### config.mk
export PLATFORM = sky130hd
export DESIGN_NAME = midi_msg_ctrl
export DESIGN_NICKNAME = d
export VERILOG_FILES = /design/src/rtl/midi_msg_ctrl_pkg.sv /design/src/rtl/midi_msg_ctrl_byte_class.sv /design/src/rtl/midi_msg_ctrl.sv
export SDC_FILE = /design/constraint.sdc
export NUM_CORES = 1
export LEC_CHECK = 0
export ABC_AREA = 1
export BUFFER_PORTS_ARGS = -buffer_cell sky130_fd_sc_hd__buf_2
export CAP_MARGIN = 5
export CELL_PAD_IN_SITES_DETAIL_PLACEMENT = 1
export CELL_PAD_IN_SITES_GLOBAL_PLACEMENT = 1
export CORE_MARGIN = 8
export CORE_UTILIZATION = 43
export DETAILED_ROUTE_END_ITERATION = 10
export PLACE_DENSITY_LB_ADDON = 0.1
export REMOVE_ABC_BUFFERS = 1
export SLEW_MARGIN = 20
export SYNTH_ARGS = -nofsm -noshare
export SYNTH_HDL_FRONTEND = slang
export SYNTH_SLANG_ARGS = --single-unit
### constraint.sdc
create_clock -name clk -period 3.2 [get_ports clk]
set_input_delay 0.96 -clock clk [delete_from_list [all_inputs] [get_ports clk]]
set_output_delay 0.96 -clock clk [all_outputs]
set_load 0.01 [all_outputs]
### src/rtl/midi_msg_ctrl_pkg.sv
// Shared types and constants for the MIDI receive sequencing controller.
// Imported by midi_byte_class and midi_msg_ctrl.
package constantsMIDI;

  // Controller FSM states: waiting for status, first data byte, second data byte
  typedef enum logic [1:0] {
    IDLE,
    WAIT_D1,
    WAIT_D2
  } ctrl_state_t;

  // Classes of received bytes
  //   DATA : 0x00-0x7F
  //   CH2  : channel status followed by two data bytes (0x80-0xBF, 0xE0-0xEF)
  //   CH1  : channel status followed by one data byte  (0xC0-0xDF)
  //   SYS  : system common (0xF0-0xF7)
  //   RT   : real-time (0xF8-0xFF)
  typedef enum logic [2:0] {
    DATA,
    CH2,
    CH1,
    SYS,
    RT
  } midi_byte_t;

  localparam logic [7:0] SYS_COMMON_MIN = 8'hF0;
  localparam logic [7:0] REALTIME_MIN   = 8'hF8;

endpackage

### src/rtl/midi_msg_ctrl_byte_class.sv
// Purely combinational classifier mapping a received byte to its MIDI byte class.
module midi_byte_class
  import constantsMIDI::*;
(
  input  logic [7:0] din,
  output midi_byte_t byte_class
);

  // Decode the byte class from the top bits; real-time is tested before
  // system common because its range sits inside 0xF0-0xFF
  always_comb begin
    byte_class = DATA;
    if (din[7] == 1'b0) begin
      byte_class = DATA;
    end else if (din >= REALTIME_MIN) begin
      byte_class = RT;
    end else if (din >= SYS_COMMON_MIN) begin
      byte_class = SYS;
    end else if (din[6:5] == 2'b10) begin
      byte_class = CH1;
    end else begin
      byte_class = CH2;
    end
  end

endmodule

### src/rtl/midi_msg_ctrl.sv
// Sequencing controller for the MIDI receive datapath.
// Classifies each strobed byte and produces the load strobes for the status,
// D1 and D2 registers, a completion pulse and a timeout pulse for partial
// messages.
// Optional feature: define MIDI_RUNNING_STATUS_EN to accept data bytes in IDLE
// under the most recent channel status (running status). Without it every
// message needs its own status byte.
module midi_msg_ctrl
  import constantsMIDI::*;
#(
  parameter int TIMEOUT_CYCLES = 32000
) (
  input  logic       clk,
  input  logic       rst_n,
  input  logic [7:0] Din,
  input  logic       Din_rdy,
  output logic       ld_status,
  output logic       ld_data1,
  output logic       ld_data2,
  output logic       msg_done,
  output logic       msg_len2,
  output logic       err_timeout
);

  localparam int CNT_W = $clog2(TIMEOUT_CYCLES);
  localparam logic [CNT_W-1:0] CNT_LAST = CNT_W'(TIMEOUT_CYCLES - 1);

  ctrl_state_t      state;
  ctrl_state_t      next_state;
  midi_byte_t       byte_class;
  logic             rs_valid;
  logic             rs_len2;
  logic [CNT_W-1:0] cnt;

  logic is_status;
  logic is_sys;
  logic is_data;
  logic byte_taken;
  logic d1_path;
  logic d2_path;
  logic expire;
  logic done_set;
  logic done_len2;

  midi_byte_class u_class (
    .din        (Din),
    .byte_class (byte_class)
  );

  // Qualify the decoded class with the strobe; real-time bytes never count
  // as taken so they cannot hold off a timeout
  always_comb begin
    is_status  = Din_rdy && ((byte_class == CH1) || (byte_class == CH2));
    is_sys     = Din_rdy && (byte_class == SYS);
    is_data    = Din_rdy && (byte_class == DATA);
    byte_taken = Din_rdy && (byte_class != RT);
    d1_path    = is_data && ((state == WAIT_D1) || ((state == IDLE) && rs_valid));
    d2_path    = is_data && (state == WAIT_D2);
    expire     = (state != IDLE) && (cnt == CNT_LAST) && !byte_taken;
  end

  // State register
  always_ff @(posedge clk or negedge rst_n) begin
    if (!rst_n) begin
      state <= IDLE;
    end else begin
      state <= next_state;
    end
  end

  // Next-state: status restarts a message from anywhere, system common and
  // timeout abandon it, data advances it
  always_comb begin
    next_state = state;
    if (is_status) begin
      next_state = WAIT_D1;
    end else if (is_sys) begin
      next_state = IDLE;
    end else if (d1_path) begin
      next_state = rs_len2 ? WAIT_D2 : IDLE;
    end else if (d2_path) begin
      next_state = IDLE;
    end else if (expire) begin
      next_state = IDLE;
    end
  end

  // Output decode: load strobes are same-cycle so the datapath captures Din
  // on the edge that consumes it; classes are disjoint so one strobe at most
  always_comb begin
    ld_status = is_status;
    ld_data1  = d1_path;
    ld_data2  = d2_path;
    done_set  = (d1_path && !rs_len2) || d2_path;
    done_len2 = d2_path;
  end

  // Remember the last channel status length for WAIT_D1 decisions and for
  // running status
  always_ff @(posedge clk or negedge rst_n) begin
    if (!rst_n) begin
      rs_len2 <= 1'b0;
    end else if (is_status) begin
      rs_len2 <= (byte_class == CH2);
    end
  end

`ifdef MIDI_RUNNING_STATUS_EN
  // Running status is armed by any channel status and cancelled by system
  // common; a timeout leaves it armed so the next data byte restarts a message
  always_ff @(posedge clk or negedge rst_n) begin
    if (!rst_n) begin
      rs_valid <= 1'b0;
    end else if (is_status) begin
      rs_valid <= 1'b1;
    end else if (is_sys) begin
      rs_valid <= 1'b0;
    end
  end
`else
  assign rs_valid = 1'b0;
`endif

  // Inter-byte idle counter: runs only while a message is open, restarts on
  // every accepted byte and rests at zero whenever the FSM heads to IDLE
  always_ff @(posedge clk or negedge rst_n) begin
    if (!rst_n) begin
      cnt <= '0;
    end else if (ld_status || ld_data1 || ld_data2 || (next_state == IDLE)) begin
      cnt <= '0;
    end else begin
      cnt <= cnt + 1'b1;
    end
  end

  // Registered completion and timeout pulses, one cycle after the deciding edge
  always_ff @(posedge clk or negedge rst_n) begin
    if (!rst_n) begin
      msg_done    <= 1'b0;
      msg_len2    <= 1'b0;
      err_timeout <= 1'b0;
    end else begin
      msg_done    <= done_set;
      msg_len2    <= done_set && done_len2;
      err_timeout <= expire;
    end
  end

endmodule

==> impl_metrics.toml <==
[floorplan]
ioPinCount = 17
start_util_pct = 45.88
core-area_um2 = 2233
die_y_um = 64.82
die-area_um2 = 4201
die_x_um = 64.82
rows = 17

[timing]
min_period_ps = 2672
finalSetupViolations = 0
rsz0062_at_grt = "no"
tns_ps = 0
timing.final.crit_share_pct = 83.51
final_max_slew_viol_count = 0
fin_skew_ps = 10.95
fmax_ghz = 0.3742
report.final.hold_viol_count = 0
maxSlewHeadroom_pct = 67.74
tightest_slew_ps = 483.9
layout_setup_ws_ps = 527.7

[clock_tree]
cts_tree = "yes"
cts_resized = 0
cts-htree-levels = 1
clock_sinks = 21
cts_buffers = 3
postCtsSetupBuffers = 0
clock_path_buffers = 2
postCtsHoldBufs = 0
insertion_delay_ps = 300
clk_pin_slew_ps = 120
ctsRootBufferMaster = "clkbuf_4"

[setup_path]
r2r_end = "cnt[4]$_DFF_PN0_"
cp.arrival_ps = 1710
end_kind = "primary output"
critical_path_class = "input port to primary output"
timing.rr.start = "cnt[0]$_DFF_PN0_"
crit_fanout = 6
critPathRequiredTime_ps = 2240
rr_worst_depth = 10
reg2reg_slack_ps = 1290
cp-start-kind = "input port"

[placement]
post-place-ws_ps = 520.2
gp_congestion = 0.6943
numPortBuffers = 13
dp_hpwl_um = 1661

[global_route]
grt_pass1_wl_um = 3808
grt_max_degree = 22
first_global_vias = 848
track_usage_pct = 11.10
antenna_found_initial = 0
gr-total-overflow = 0

[synthesis]
synth_cell_types = 19
avgSynthCellArea_um2 = 8.911
netlist_instances = 115
syn_area_um2 = 1025
synth-seq-cells = 21
yosysSeqAreaShare_pct = 51.28
ys.warnings.count = 0

[power_and_ir_drop]
power_density_nw_per_um2 = 465.8
power.leakage_nw = 0.5769
comb_power_share_pct = 18.7
power.net_switching_mw = 0.1628
internal_power_mw = 0.3688
p_clk_share_pct = 23.7
power_frac_seq_pct = 57.7
ir_drop_uv = 276.3
p_sw_share_pct = 30.62

[cells_and_area]
area.growth.synth_to_final_pct = 11.35
drive_above_1_share_pct = 16.79
fin_nets = 144
final_util_pct = 51.09
antennaDiodeCount = 0

[run_status]
run_status = "completed"

[hold_path]
hp-start = "cnt[0]$_DFF_PN0_"
hold_end = "cnt[0]$_DFF_PN0_"
hold_depth = 1
hold_class = "flop to flop"

[drt]
drtAntennaViolNets = 0
first_pass_iters = 4
wl_per_cell_um = 13.40
drc = 0
drtIter0Drc = 20
viasPerCell = 4.981
finalWirelength_um = 2131
dr_total_vias = 792

[run]
drv_cap = 0
## flip-flops by register name, summed over array words and instances (netlist names)
signal       cells
cnt             15
state            2
err_timeout      1
msg_done         1
msg_len2         1
rs_len2          1
## power by group through the flow
stage                     sequential [mW]  combinational, mW  clock [mW]
after global routing                0.310              0.115       0.142
after CTS                           0.307              0.102       0.133
after global placement              0.310             0.0969           0
after floorplan                     0.308             0.0683           0
after detailed placement            0.312              0.101           0
final                               0.306             0.0992       0.126
## critical path, stage by stage
cell	delay, ps
buf_2	120
nand2_1	50
nor2_1	50
nor2_1	310
buf_2	210
## layout by cell type (no fill, tap or decap), drive strengths merged
cell    count
clkinv      1
nand3       9
ha          1
clkbuf      3
nand3b      1
nor2       28
dfrtp      21
nor3b       1
nand4       4
nor3        2
a21oi       1
nand2      19
a31oi       1
inv        12
buf        13
xor2        8
o22ai       1
xnor2       5
## stage by stage
step / power (mW) / hold slack, ps / area, µm² / std cells
finish: 0.5315 / 479.7 / 1141 / 159
global route: 0.5667 / 518.3 / 1141 / 159
CTS: 0.5413 / 490.6 / 1141 / 159
detailed placement: 0.4135 / 473.0 / 1114 / 155
global placement: 0.4070 / 445.8 / 1114 / 155
floorplan: 0.3759 / 432.9 / 1013 / 114
## kinds of logic (layout without fill, tap and decap cells)
family | after synthesis | after routing | share of synthesized area (%)
simple gates | 64 | 64 | 28.82
flops | 21 | 21 | 51.28
xor+xnor | 13 | 13 | 11.11
buf+inv | 13 | 29 | 5.494
compound gates | 3 | 3 | 2.077
fa+ha+maj | 1 | 1 | 1.221
## area by class of cell
type / count / area, µm²
fill: 276 / 1092
sequential: 21 / 525.5
multi-input combinational: 81 / 442.9
timing repair buffer: 13 / 65.06
inverter: 12 / 45.04
tap: 28 / 35.03
clock buffer: 3 / 22.52
clock inverter: 1 / 5.005
## how the worst max path moves through the flow
stage	depth (start not counted)	start	to
2_1_floorplan	3	Din[5]	ld_status
3_3_place_gp	5	Din[5]	ld_status
3_5_place_dp	5	Din[5]	ld_status
4_1_cts	5	Din[5]	ld_status
5_1_grt	5	Din[7]	ld_status
6_report	5	Din[7]	ld_status
## routing by layer
layer | track usage, % | share of wire, %
met1 | 13.51 | 48
met2 | 18.39 | 48
met3 | 3.093 | 2.9
met4 | 3.815 | 0.56
met5 | 0 | 0
## Yosys cell counts
library cell   n  area [µm²]
nor3b_1        1       7.510
xnor2_1        5       43.79
nand3_2        2       20.02
buf_6          1       11.26
a21oi_2        1       8.760
nor2_1        28       105.1
dfrtp_1       21       525.5
o22ai_1        1       6.260
nand2_2        1       6.260
xor2_1         8       70.07
nand3b_1       1       7.510
nand4_1        4       25.02
inv_1         12       45.04
nand3_1        7       35.03
nor3_4         1       16.27
nor3_1         1       5.000
ha_1           1       12.51
a31oi_1        1       6.260
nand2_1       18       67.56
Power figures use the tool's default switching activity.
